`src/rtl/display_multiplexer.sv`:
```
// Binary-to-BCD 4-digit multiplexed common-anode 7-segment driver.
// Optional build macro LEADING_ZERO_BLANK_EN blanks leading zero digits.
module display_multiplexer #(
    parameter int unsigned DIGIT_CYCLES = 100_000
) (
    input  logic        clk,
    input  logic        reset,
    input  logic [11:0] sum_result,
    output logic [6:0]  segments,
    output logic [3:0]  display_select
);

    localparam int unsigned CntW = (DIGIT_CYCLES > 2) ? $clog2(DIGIT_CYCLES) : 1;
    localparam logic [CntW-1:0] CntMax = CntW'(DIGIT_CYCLES - 1);

    logic [CntW-1:0] cnt_q, cnt_d;
    logic [1:0]      idx_q, idx_d;
    logic [3:0]      thousands_q, hundreds_q, tens_q, units_q;
    logic [27:0]     shift;
    logic [6:0]      segments_q, segments_d;
    logic [3:0]      select_q, select_d;
    logic [3:0]      digit;
    logic            blank_thousands, blank_hundreds, blank_tens, blank;

    function automatic logic [6:0] seg_encode(input logic [3:0] d);
        logic [6:0] s;
        case (d)
            4'd0:    s = 7'b1000000;
            4'd1:    s = 7'b1111001;
            4'd2:    s = 7'b0100100;
            4'd3:    s = 7'b0110000;
            4'd4:    s = 7'b0011001;
            4'd5:    s = 7'b0010010;
            4'd6:    s = 7'b0000010;
            4'd7:    s = 7'b1111000;
            4'd8:    s = 7'b0000000;
            4'd9:    s = 7'b0010000;
            default: s = 7'b1111111;
        endcase
        return s;
    endfunction

    // Double-dabble: BCD digits accumulate in shift[27:12] over 12 shifts.
    always_comb begin
        shift = {16'd0, sum_result};
        for (int i = 0; i < 12; i++) begin
            for (int d = 0; d < 4; d++) begin
                if (shift[12+4*d +: 4] >= 4'd5) begin
                    shift[12+4*d +: 4] = shift[12+4*d +: 4] + 4'd3;
                end
            end
            shift = shift << 1;
        end
    end

    always_comb begin
        cnt_d = cnt_q + CntW'(1);
        idx_d = idx_q;
        if (cnt_q == CntMax) begin
            cnt_d = '0;
            idx_d = idx_q + 2'd1;
        end
    end

    always_comb begin
`ifdef LEADING_ZERO_BLANK_EN
        blank_thousands = (thousands_q == 4'd0);
        blank_hundreds  = blank_thousands && (hundreds_q == 4'd0);
        blank_tens      = blank_hundreds && (tens_q == 4'd0);
`else
        blank_thousands = 1'b0;
        blank_hundreds  = 1'b0;
        blank_tens      = 1'b0;
`endif
    end

    // Outputs follow the next index so display_select always matches idx_q.
    always_comb begin
        digit    = units_q;
        select_d = 4'b1110;
        blank    = 1'b0;
        unique case (idx_d)
            2'd0: begin
                digit    = units_q;
                select_d = 4'b1110;
                blank    = 1'b0;
            end
            2'd1: begin
                digit    = tens_q;
                select_d = 4'b1101;
                blank    = blank_tens;
            end
            2'd2: begin
                digit    = hundreds_q;
                select_d = 4'b1011;
                blank    = blank_hundreds;
            end
            2'd3: begin
                digit    = thousands_q;
                select_d = 4'b0111;
                blank    = blank_thousands;
            end
        endcase
        segments_d = blank ? 7'b1111111 : seg_encode(digit);
    end

    always_ff @(posedge clk or negedge reset) begin
        if (!reset) begin
            cnt_q       <= '0;
            idx_q       <= 2'd0;
            thousands_q <= 4'd0;
            hundreds_q  <= 4'd0;
            tens_q      <= 4'd0;
            units_q     <= 4'd0;
            segments_q  <= 7'b1000000;
            select_q    <= 4'b1110;
        end else begin
            cnt_q       <= cnt_d;
            idx_q       <= idx_d;
            thousands_q <= shift[27:24];
            hundreds_q  <= shift[23:20];
            tens_q      <= shift[19:16];
            units_q     <= shift[15:12];
            segments_q  <= segments_d;
            select_q    <= select_d;
        end
    end

    assign segments       = segments_q;
    assign display_select = select_q;

endmodule

```
`config.mk`:
```
export PLATFORM = sky130hd
export DESIGN_NAME = display_multiplexer
export DESIGN_NICKNAME = d
export VERILOG_FILES = /design/src/rtl/display_multiplexer.sv
export SDC_FILE = /design/constraint.sdc
export NUM_CORES = 1
export LEC_CHECK = 0
export CAP_MARGIN = 20
export CORE_MARGIN = 10
export CORE_UTILIZATION = 56
export DETAILED_ROUTE_END_ITERATION = 8
export PLACE_DENSITY = 0.79
export SYNTH_ARGS = -nofsm -noshare
export SYNTH_HDL_FRONTEND = slang
export SYNTH_SLANG_ARGS = --single-unit
```
`constraint.sdc`:
```
create_clock -name clk -period 2.9 [get_ports clk]
set_input_delay 0.58 -clock clk [delete_from_list [all_inputs] [get_ports clk]]
set_output_delay 0.58 -clock clk [all_outputs]
set_load 0.03 [all_outputs]
```
* Word-level counts from Yosys, hierarchy flattened *
Memory sizes are Yosys's and may differ from the RTL's. A register that Yosys moved wholly into a read port is not among the register bits.
Index checks and enable logic that the tools add are counted.
W data, S select, Z words.

word-level totals
  memory bits (read-only) = 112
  memories kept = 1
  flip-flop bits (word level) = 39
  bits of input ports = 14
  logic and storage cells = 134
  output and inout bits = 11

operators by class
  equality and inequality tests = 4
  reduce and logical (&&, ||, !) cells = 2
  add/sub/neg operators = 40
  mux-type cells = 42
  $lt $le $gt $ge = 38

memory list
  memory            depth  bits a word  read ports  clocked after Yosys merged registers in  wr ports  RTL line  RTL
  (name not given)  16     7            1           1                                        0         27        case (d)

operators by type and width
  kind                     number
  $ge A4 B3 Y1 const B     34
  $mux W4                  28
  $add A4 B2 Y4 const B    27
  $pmux W4 S4              2
  $mux W3                  10
  $add A3 B2 Y3 const B    7
  $add A17 B1 Y17 const B  1
  $eq A17 B17 Y1 const B   1
  $mux W17                 1
  $add A1 B2 Y3 const AB   2
  $add A1 B2 Y3 const B    2
  $ge A1 B3 Y1 const AB    2
  $ge A1 B3 Y1 const B     2
  $eq A2 B2 Y1 const B     2
  $add A2 B1 Y2 const B    1
  $eq A2 B1 Y1 const B     1
  $logic_not A2 Y1         1
  $mux W2                  1
  $logic_not A1 Y1         1

* Depth between registers and ports, before layout *
  depth in word-level cells = 22
  gate-level depth with buffers = 42
  gate-level depth less buffers = 40

* Worst setup path after synthesis *
Ideal clock, no wire load.

  kind = in2reg
  start = input sum_result[9]
  end = register hundreds_q[3]
  slack = -4.776 ns
  data arrival time = 7.539 ns
  buffers on the path = 2
  data required time = 2.763 ns
  cell stages on the path = 42
  setup time = 0.137 ns
  cell sequence = buf_2 inv_1 ha_1 inv_1 ha_1 buf_6 a21oi_2 xnor2_1 inv_1 ha_1 and2b_1 or4_1 o2111ai_2 ha_1 nor2b_1 nor2_1 mux2i_2 ha_1 (+6 left out) a21oi_1 nand3_1 mux2_4 inv_2 a211oi_1 xnor2_1 ha_1 inv_1 ha_1 a21o_1 xnor3_2 ha_1 nand2b_1 nand2_1 nand2_1 mux2i_1 nand2_1 mux2i_1

between the ends
  longest elaborated chain between the ends = 18
  elaborated cells between the ends (all ways) = 63
  classes of those cells = add/sub: 21; order compare: 21; mux: 21

ends and longest elaborated chain
  element                                        RTL line  RTL
  start, declared                                8         input logic [11:0] sum_result,
  $add A4 B2 Y4 or $ge A4 B3 Y1 (tied branches)  49, 48
  $mux W4 *                                      48        if (shift[12+4*d +: 4] >= 4'd5) begin
  $add A4 B2 Y4 or $ge A4 B3 Y1 (tied branches)  49, 48
  $mux W4                                        48
  $add A4 B2 Y4 or $ge A4 B3 Y1 (tied branches)  49, 48
  $mux W4                                        48
  $add A4 B2 Y4 or $ge A4 B3 Y1 (tied branches)  49, 48
  $mux W4                                        48
  (+3 left out)                                  -
  $mux W4                                        48
  $add A4 B2 Y4 or $ge A4 B3 Y1 (tied branches)  49, 48
  $mux W4                                        48
  $add A4 B2 Y4 or $ge A4 B3 Y1 (tied branches)  49, 48
  $mux W4                                        48
  $add A4 B2 Y4 or $ge A4 B3 Y1 (tied branches)  49, 48
  $mux W4 *                                      48
  via shift[23]                                  19        logic [27:0] shift;
  end signal, assigned                           121       hundreds_q <= shift[23:20];
  end, declared                                  18        logic [3:0] thousands_q, hundreds_q, tens_q, units_q;

Mark *: on every way through the listed nets, which the timed path passes. The rest lies on a longest branch.

* Final worst setup path *
  start = input sum_result[11]
  end = register hundreds_q[2]

between the ends
  longest elaborated chain between the ends = 22
  elaborated cells between the ends (all ways) = 75
  classes of those cells = add/sub: 25; order compare: 25; mux: 25

ends and longest elaborated chain
  element                                        RTL line
  $ge A1 B3 Y1 or $add A1 B2 Y3 (tied branches)  48, 49
  $mux W4 *                                      48
  $add A4 B2 Y4 or $ge A4 B3 Y1 (tied branches)  49, 48
  $mux W4 *                                      48
  $add A4 B2 Y4 or $ge A4 B3 Y1 (tied branches)  49, 48
  $mux W4                                        48
  $ge A4 B3 Y1 or $add A4 B2 Y4 (tied branches)  48, 49
  $mux W4                                        48
  (+7 left out)                                  -
  $mux W4                                        48
  $add A4 B2 Y4 or $ge A4 B3 Y1 (tied branches)  49, 48
  $mux W4                                        48
  $add A4 B2 Y4 or $ge A4 B3 Y1 (tied branches)  49, 48
  $mux W4                                        48
  $add A4 B2 Y4 or $ge A4 B3 Y1 (tied branches)  49, 48
  $mux W4 *                                      48
  via shift[22]                                  19

Marks and branches as above.

==> flow_metrics.py <==
metrics = {
    "final_layout": {
        "final_core_util_pct": 91.3,
        "syn_to_final_growth_pct": 58.5,
        "nNetsFinal": 824,
        "drive_gt1_share_pct": 49.8,
        "fillers": 278,
        "antenna-diode-count": 0,
    },
    "detailed_routing": {
        "vias": 6281,
        "drc": 0,
        "wl_um": 21600,
        "wl_per_cell_um": 24.2,
        "drt-pass1-iter-count": 7,
        "drt_iter0_drc": 828,
        "route.detailed.vias_per_inst": 7.04,
        "ant_nets": 0,
    },
    "critical_path": {
        "rrSetupSlack_ns": -0.14,
        "cpMostUsedCell": "ha_2",
        "slowest_delay_ns": 0.39,
        "start_kind": "input port",
        "critPathCaptureType": "flop",
        "slowest_stage": "mux2_2",
        "crit_fanout": 4,
        "required_ns": 3.15,
        "arrival_ns": 7.21,
        "worstSetupPathType": "in -> reg",
    },
    "global_route": {
        "antenna_found_initial": 0,
        "first_global_vias": 5718,
        "grt_use_met1_pct": 27.3,
        "grt.total_usage_pct": 25.7,
        "use_met3_pct": 4.21,
        "grt_pass1_wl_um": 27800,
        "top_usage_layer": "met2",
        "gr-total-overflow": 0,
        "use_met2_pct": 47.2,
        "grt_max_degree": 46,
    },
    "logic_synthesis": {
        "synth-warning-count": 0,
        "synth_compound_area_share_pct": 28.3,
        "ys_top_cells_by_area": "dfrtp_1 (22%), ha_1 (6.3%), nor2_1 (4.6%)",
        "synthAdderAreaFrac_pct": 6.31,
        "synthSimpleGateAreaFrac_pct": 22.5,
        "synthCells": 571,
        "synth_edf_count": 0,
        "synth_cell_types": 99,
        "yosysSeqAreaShare_pct": 23.8,
        "yosysMostFrequentCell": "nor2_1",
        "async_flop_share_pct": 100,
        "ys_ff_latch": 45,
        "synth_common_cells": "nor2_1 (58), nand2_1 (45), dfrtp_1 (41)",
        "yosys.area.top_type_share_pct": 21.6,
        "synth_nets": 609,
        "synthesis.area_um2": 4760,
        "avgSynthCellArea_um2": 8.33,
        "synth_ff_type": "dfrtp_1",
        "muxShareOfSynthArea_pct": 7.52,
        "synth_top_cell_by_area": "dfrtp_1",
        "synth_xor_area_share_pct": 6.65,
        "synth_top_family_by_area": "compound AO/OA/AOI/OAI gates",
    },
    "placed_design": {
        "pre_cts_ws_ns": -4.41,
        "dp_hpwl_um": 10300,
        "port_buffers": 24,
        "gp_congestion": 0.956,
    },
    "clock_tree": {
        "clock_tree.root_cell": "clkbuf_8",
        "cts_max_level": 2,
        "clock_sinks": 45,
        "cts_tree": "done",
        "clk_latency_ns": 0.32,
        "clock_path_buffers": 2,
        "cts_buffers": 5,
        "clk_transition_reported_paths_ns": 0.09,
        "cts_hold_buffers": 0,
    },
    "sta": {
        "finalHoldViolations": 0,
        "skew_ns": 0.00575,
        "final-setup-viol-count": 18,
        "slew_headroom_pct": 34.0,
        "maxSlewViolCount": 0,
        "final.setup.tns_ns": -48.99,
        "setup_ws_ns": -4.06,
        "period_needed_ns": 6.96,
        "rsz0062_at_grt": "yes",
        "timing.hold.ws_ns": 0.421,
        "clock.fmax_mhz": 144,
        "worst_slew_pin_slew_ns": 0.990,
        "period_share_pct": 240,
    },
    "floorplanning": {
        "dieArea_um2": 12600,
        "core_um2": 8260,
        "num_rows": 33,
        "pin_count": 25,
        "start_util_pct": 57.6,
        "die_height_um": 112,
        "die_w_um": 112,
    },
    "power_and_ir_drop": {
        "p_leak_nw": 3.30,
        "p_per_area_nw_per_um2": 1320,
        "ir_drop_uv": 821,
    },
    "run": {
        "max-cap-violations": 0,
    },
    "run_status": {
        "violations": "negative setup slack",
        "outcome": "finished, violations left",
    },
    "min_path": {
        "hp-class": "in -> async",
    },
}
[per-stage QoR]
step	std cells	total power [mW]	cell area [µm²]
global placement	836	6.44	6410
finish	892	9.93	7540
global route	892	10.3	7540
detailed placement	836	6.70	6410
floorplan	571	4.76	4980
CTS	867	8.07	7050
[layout make-up]
class / instances / area, µm² / share of cell area (%)
clock buffer: 6 / 82.6 / 1.09
tap: 105 / 131 / 1.74
clock inverter: 2 / 37.5 / 0.498
sequential: 45 / 1130 / 15.0
multi-input combinational: 473 / 4130 / 54.8
timing repair buffer: 231 / 1900 / 25.1
inverter: 30 / 133 / 1.76
[path summary, 6_finish.rpt]
path                                      from                 endpoint  depth (start not counted)
max                             sum_result[11]  hundreds_q[2]$_DFF_PN0_                         35
min                                      reset       cnt_q[8]$_DFF_PN0_                          1
max reg2reg                 cnt_q[2]$_DFF_PN0_    segments[3]$_DFF_PN0_                         12
min reg2reg                cnt_q[14]$_DFF_PN0_      cnt_q[14]$_DFF_PN0_                          1
max in group asynchronous                reset      tens_q[0]$_DFF_PN0_                          1
min in group clk           cnt_q[14]$_DFF_PN0_      cnt_q[14]$_DFF_PN0_                          1
[cells by family after synthesis]
logic type	after synthesis
AO/OA/AOI/OAI	182
flip-flops	45
XOR/XNOR	31
buffers and inverters	53
adder cells (fa/ha/maj)	24
AND/OR/NAND/NOR	207
multiplexers	29
[worst max-delay path: cells and delay by family]
kind | cells | cell delay, ns
AND/OR/NAND/NOR | 5 | 1.04
XOR/XNOR | 3 | 0.57
buffers and inverters | 8 | 0.99
AO/OA/AOI/OAI | 10 | 1.96
multiplexers | 4 | 1.05
adder cells (fa/ha/maj) | 5 | 0.99
[flip-flops by register name (all words and copies together), names as in the netlist]
register and flops:
idx_q 2, cnt_q 17, hundreds_q 4, segments 7, units_q 4, display_select 4
thousands_q 3, tens_q 4
[layout by cell type (no fill, tap or decap), drive strengths merged, types with 5 or more instances in the layout]
master,count
o21a,5
o221ai,5
clkdlybuf4s50,20
or2,6
inv,29
nor2b,7
xnor2,16
o211ai,6
mux2,12
buf,210
ha,24
a31oi,7
a22o,5
clkbuf,6
o21ai,34
dfrtp,41
a211oi,12
o22ai,5
nor3,14
xor2,14
nand2b,14
a21o,12
a22oi,10
mux2i,16
a221oi,8
a21oi,36
nand3,28
nand2,46
nand4,8
nor2,59
[what timing repair did]
item                       in CTS  in global routing
hold endpoints to repair        0                  0
setup endpoints to repair      16                 20
pin swaps                      55                 45
gates resized for setup       101                 63
buffers inserted               25                 28
[per-layer routing]
| layer | vias to the layer above | part of all wire, % |
|---|---|---|
| met5 | - | 0 |
| met4 | 0 | 8.8 |
| met3 | 214 | 9.1 |
| met2 | 549 | 47 |
| met1 | 2957 | 35 |
| li1 | 2561 | - |
[where the power goes]
group          leakage (nW)  internal (mW)  switching, mW
Combinational          2.68           4.01           4.52
Sequential            0.564          0.802         0.0799
Clock                0.0574          0.280          0.238
Total                  3.30           5.09           4.83
Note: power is estimated with default switching activity, not from simulation.
